<file path="src/rtl/nvram_pkg.sv">
// Shared types for the HPS upload (save-to-SD) path.
package nvram_pkg;

  typedef enum logic [2:0] {
    StIdle,
    StPause,
    StReady,
    StFetch,
    StLat,
    StDrain
  } state_e;

  localparam logic [7:0] FILL_BYTE = 8'hFF;

endpackage

</file>
<file path="src/rtl/nvram_upload.sv">
// Serves HPS ioctl upload reads from game work RAM while the core is held paused.
// The core is paused through a req/ack handshake; reads go through a shared RAM read port.
module nvram_upload
  import nvram_pkg::*;
#(
  parameter logic [7:0]  INDEX   = 8'd4,
  parameter int unsigned AW      = 11,
  parameter int unsigned SIZE    = 2048,
  parameter int unsigned RD_LAT  = 1,
  parameter int unsigned TIMEOUT = 65535
) (
  input  logic          clk_sys,
  input  logic          reset,
  input  logic          ioctl_upload,
  input  logic [7:0]    ioctl_index,
  input  logic          ioctl_rd,
  input  logic [24:0]   ioctl_addr,
  output logic [7:0]    ioctl_din,
  output logic          ioctl_wait,
  output logic          pause_req,
  input  logic          pause_ack,
  output logic [AW-1:0] ram_addr,
  output logic          ram_rd,
  input  logic [7:0]    ram_q,
  output logic          timeout_flag
);

  localparam int unsigned   TW       = $clog2(TIMEOUT + 1);
  localparam logic [TW-1:0] TO_MAX   = TW'(TIMEOUT);
  localparam logic [24:0]   SIZE_A   = 25'(SIZE);
  localparam logic [1:0]    LAT_LAST = 2'(RD_LAT);

  state_e        state_q, state_d;
  logic          active_q;
  logic [TW-1:0] to_cnt_q, to_cnt_d;
  logic [1:0]    lat_q, lat_d;
  logic [7:0]    din_q, din_d;
  logic [AW-1:0] addr_q, addr_d;
  logic          flag_q, flag_d;

  logic active;
  logic in_range;

  assign active   = ioctl_upload && (ioctl_index == INDEX);
  assign in_range = ioctl_addr < SIZE_A;

  always_ff @(posedge clk_sys or posedge reset) begin
    if (reset) begin
      state_q  <= StIdle;
      active_q <= 1'b0;
      to_cnt_q <= '0;
      lat_q    <= '0;
      din_q    <= '0;
      addr_q   <= '0;
      flag_q   <= 1'b0;
    end else begin
      state_q  <= state_d;
      active_q <= active;
      to_cnt_q <= to_cnt_d;
      lat_q    <= lat_d;
      din_q    <= din_d;
      addr_q   <= addr_d;
      flag_q   <= flag_d;
    end
  end

  always_comb begin
    state_d  = state_q;
    to_cnt_d = to_cnt_q;
    lat_d    = lat_q;
    din_d    = din_q;
    addr_d   = addr_q;
    flag_d   = flag_q;
    unique case (state_q)
      StIdle: begin
        if (active && !active_q) begin
          state_d  = StPause;
          to_cnt_d = '0;
          flag_d   = 1'b0;
        end
      end
      StPause: begin
        if (!active) begin
          state_d = StDrain;
        end else if (pause_ack) begin
          state_d = StReady;
        end else begin
          if (to_cnt_q != TO_MAX) to_cnt_d = to_cnt_q + TW'(1);
          // Give up waiting for the core after TIMEOUT cycles and serve reads anyway.
          if (to_cnt_d == TO_MAX) begin
            state_d = StReady;
            flag_d  = 1'b1;
          end
        end
      end
      StReady: begin
        if (!active) begin
          state_d = StDrain;
        end else if (ioctl_rd) begin
          if (in_range) begin
            addr_d  = ioctl_addr[AW-1:0];
            state_d = StFetch;
          end else begin
            din_d = FILL_BYTE;
          end
        end
      end
      StFetch: begin
        lat_d   = 2'd1;
        state_d = StLat;
      end
      StLat: begin
        // An in-flight read always completes before pause_req is released.
        if (lat_q == LAT_LAST) begin
          din_d   = ram_q;
          state_d = active ? StReady : StDrain;
        end else begin
          lat_d = lat_q + 2'd1;
        end
      end
      StDrain: state_d = StIdle;
      default: state_d = StIdle;
    endcase
  end

  always_comb begin
    pause_req    = (state_q == StPause) || (state_q == StReady) ||
                   (state_q == StFetch) || (state_q == StLat);
    ram_rd       = (state_q == StFetch);
    // Stall from the strobe cycle itself so HPS never samples stale data.
    ioctl_wait   = (state_q == StPause) || (state_q == StFetch) || (state_q == StLat) ||
                   (ioctl_rd && active && (state_q == StReady) && in_range);
    ioctl_din    = din_q;
    ram_addr     = addr_q;
    timeout_flag = flag_q;
  end

endmodule

</file>
<file path="config.mk">
export PLATFORM = sky130hd
export DESIGN_NAME = nvram_upload
export DESIGN_NICKNAME = d
export VERILOG_FILES = /design/src/rtl/nvram_pkg.sv /design/src/rtl/nvram_upload.sv
export SDC_FILE = /design/constraint.sdc
export NUM_CORES = 1
export LEC_CHECK = 0
export CORE_ASPECT_RATIO = 0.5
export CORE_MARGIN = 4
export CORE_UTILIZATION = 45
export CTS_CLUSTER_SIZE = 40
export DETAILED_ROUTE_END_ITERATION = 8
export GPL_TIMING_DRIVEN = 0
export PLACE_DENSITY = 0.76
export SLEW_MARGIN = 20
export SYNTH_ARGS = -nofsm -noshare
export SYNTH_HDL_FRONTEND = slang
export SYNTH_SLANG_ARGS = --single-unit
export TNS_END_PERCENT = 1
</file>
<file path="constraint.sdc">
create_clock -name clk_sys -period 2.6 [get_ports clk_sys]
set_input_delay 0.52 -clock clk_sys [delete_from_list [all_inputs] [get_ports clk_sys]]
set_output_delay 0.52 -clock clk_sys [all_outputs]
set_load 0.01 [all_outputs]
</file>
==> qor.yml <==
core-area_um2: 5157
start_util_pct: 48.81
h-tree-depth: 2
power_w: 0.002058
async_flop_share_pct: 100.0
crit_path_max_fanout: 9
syn_area_per_cell_um2: 8.927
startpoint_type: "input pin"
diodes: 0
vdd_ir_drop_max_v: 0.0005154
drtPass1Iterations: 4
power_density_nw_per_um2: 584.4
grt_pass1_vias: 2497
clock_sinks: 42
crit_chain: "clkdlybuf4s50_1 > nor3b_4 > nand3_4 > buf_4 > or4_4 > buf_6 > or4_1 > a21oi_1"
relSlewSlack_pct: 58.52
slowest_stage: "or4_1"
dieArea_um2: 6928
cts_buffers: 5
finalHoldViolCount: 0
outcome: "complete, no violations"
place_congestion: 0.9540
grt_usage_pct: 20.67
synth_edf_count: 0
whs_ps: 486.0
ys_types: 47
die_h_um: 60.89
cp_data_required_time_ps: 2830
grt-ovfl-total: 0
end_kind: "flop"
clkSlewWorstSetupHoldPaths_ps: 80
area_growth_pct: 39.91
skew_ps: 7.291
setup_viol: 0
cts_tree: "yes"
worstHoldPathType: "flop to flop"
numPortBuffers: 68
rows: 18
netlist_area_um2: 2517
syn_nets: 330
drt_iter0_markers: 144
num-nets-final: 410
period_needed_ps: 2578
arrival_ps: 2800
synth.most_common_cell: "dfrtp_1"
yosysSeqAreaShare_pct: 41.75
drc: 0
ys.flop_type: "dfrtp_1"
fmax_mhz: 387.9
ios: 69
antenna_found_initial: 0
synth_warnings: 0
p_leak_nw: 1.463
wl_per_cell_um: 16.16
dp_hpwl_um: 5291
ys_seq_elements: 42
synth_top_area_cell: "dfrtp_1"
clock_latency_ps: 300
cts_buffer_depth: 2
die_x_um: 113.8
ant_nets: 0
synth_top_area_share_pct: 41.75
worstSetupPathType: "input pin to flop"
ctsRootBufferMaster: "clkbuf_8"
drive_gt1_share_pct: 16.25
slowest_delay_ps: 510
finalMaxSlewViolations: 0
design_area_um2: 3522
wl_um: 6998
fin_crit_sh_pct: 99.14
max-cap-violations: 0
placed_area_um2: 3313
num_vias: 2573
netlist_top_cells_area: "dfrtp_1 42%, o21ai_0 6.0%, mux2_2 5.4%"
worstMarginPinSlew_ps: 616.4
yosys-top-cells-count: "42 x dfrtp_1, 30 x o21ai_0, 26 x nor2_1"
synthesis.instances: 282
rsz0062_at_grt: "true"
holdBufCountCts: 0
grt_max_degree: 25
grt_pass1_wl_um: 11440
vias_per_cell: 5.942
[registers in the layout (all words and copies together), names as in the netlist]
register      cells
state_q           3
timeout_flag      1
active_q          1
ioctl_din         8
lat_q             2
to_cnt_q         16
ram_addr         11
[per-layer routing]
layer  wire length [µm]  vias up  share of wire [%]  GRT usage (%)
met5                  0        -                  0              0
met4                104        0                1.5          6.937
met3                496       11                7.1          5.179
met2               3479      112                 50          35.82
met1               2918     1252                 42          26.00
li1                   -     1198                  -              -
[cell usage in the layout, fill, tap and decap left out, types with 7 or more instances in the layout]
master | Yosys | final
nor2_1 | 26 | 25
o21ai_0 | 30 | 30
a31oi_1 | 8 | 8
nor3_1 | 8 | 7
mux2_2 | 12 | 12
buf_4 | 1 | 8
clkdlybuf4s50_1 | 0 | 62
buf_2 | 10 | 9
nand3_1 | 17 | 15
o31ai_1 | 8 | 7
nand4_1 | 10 | 10
a21oi_1 | 10 | 10
clkbuf_8 | 0 | 8
dfrtp_1 | 42 | 40
nand2_1 | 21 | 21
[report_power, final]
| part | internal (W) | switching [W] |
|---|---|---|
| Combinational | 0.000363 | 0.000386 |
| Clock | 0.000268 | 0.000226 |
| Sequential | 0.000754 | 0.0000603 |
[cells by family after synthesis]
family | count (synthesis) | synth area share, %
buf+inv | 30 | 5.418
compound gates | 69 | 16.60
fa+ha+maj | 3 | 1.392
flops | 42 | 41.75
mux | 16 | 6.958
xor+xnor | 3 | 1.044
simple gates | 119 | 26.84
[layout make-up]
cell class              count  area [µm²]
inverters                   8       32.53
multi-input cells         210        1383
plain buffers              20       110.1
flip-flops and latches     42        1054
fillers                   422        1635
clock buffers               8       110.1
repair buffers             75       745.7
well taps                  70       87.58
[stage by stage]
step	setup TNS, ps	utilization (%)	worst slack [ps]	std cells
2_1_floorplan	0	-	240.2	282
3_3_place_gp	-7895	63.71	-953.7	420
3_5_place_dp	-8699	64.24	-965.0	421
4_1_cts	-40.22	67.37	-40.22	432
5_1_grt	-68.98	68.29	-68.98	433
6_report	0	68.29	22.23	433
[critical path: cells and delay by family]
kind            cells  cell delay, ps
buf+inv             3             790
compound gates      1             160
simple gates        4            1320
[timing repair]
item	in CTS	in global routing
cloned	0	0
setup buffers	3	3
endpoints found under the hold margin	0	0
pin swaps	4	7
endpoints found under the setup margin	13	11
resized for setup	19	15
[worst paths after layout]
check                                         from                  endpoint  slack [ps]  cells past startpoint
max                                 ioctl_index[7]  timeout_flag$_DFFE_PP0P_          20                      8
min                           lat_q[0]$_DFFE_PP0P_      lat_q[0]$_DFFE_PP0P_         490                      1
max reg2reg                to_cnt_q[1]$_DFFE_PP0P_  timeout_flag$_DFFE_PP0P_          80                      9
min reg2reg                   lat_q[0]$_DFFE_PP0P_      lat_q[0]$_DFFE_PP0P_         490                      1
max in group asynchronous                    reset   to_cnt_q[5]$_DFFE_PP0P_        1560                      3
min in group asynchronous                    reset  ioctl_din[1]$_DFFE_PP0P_         560                      2
Note: power is estimated with default switching activity, not from simulation.
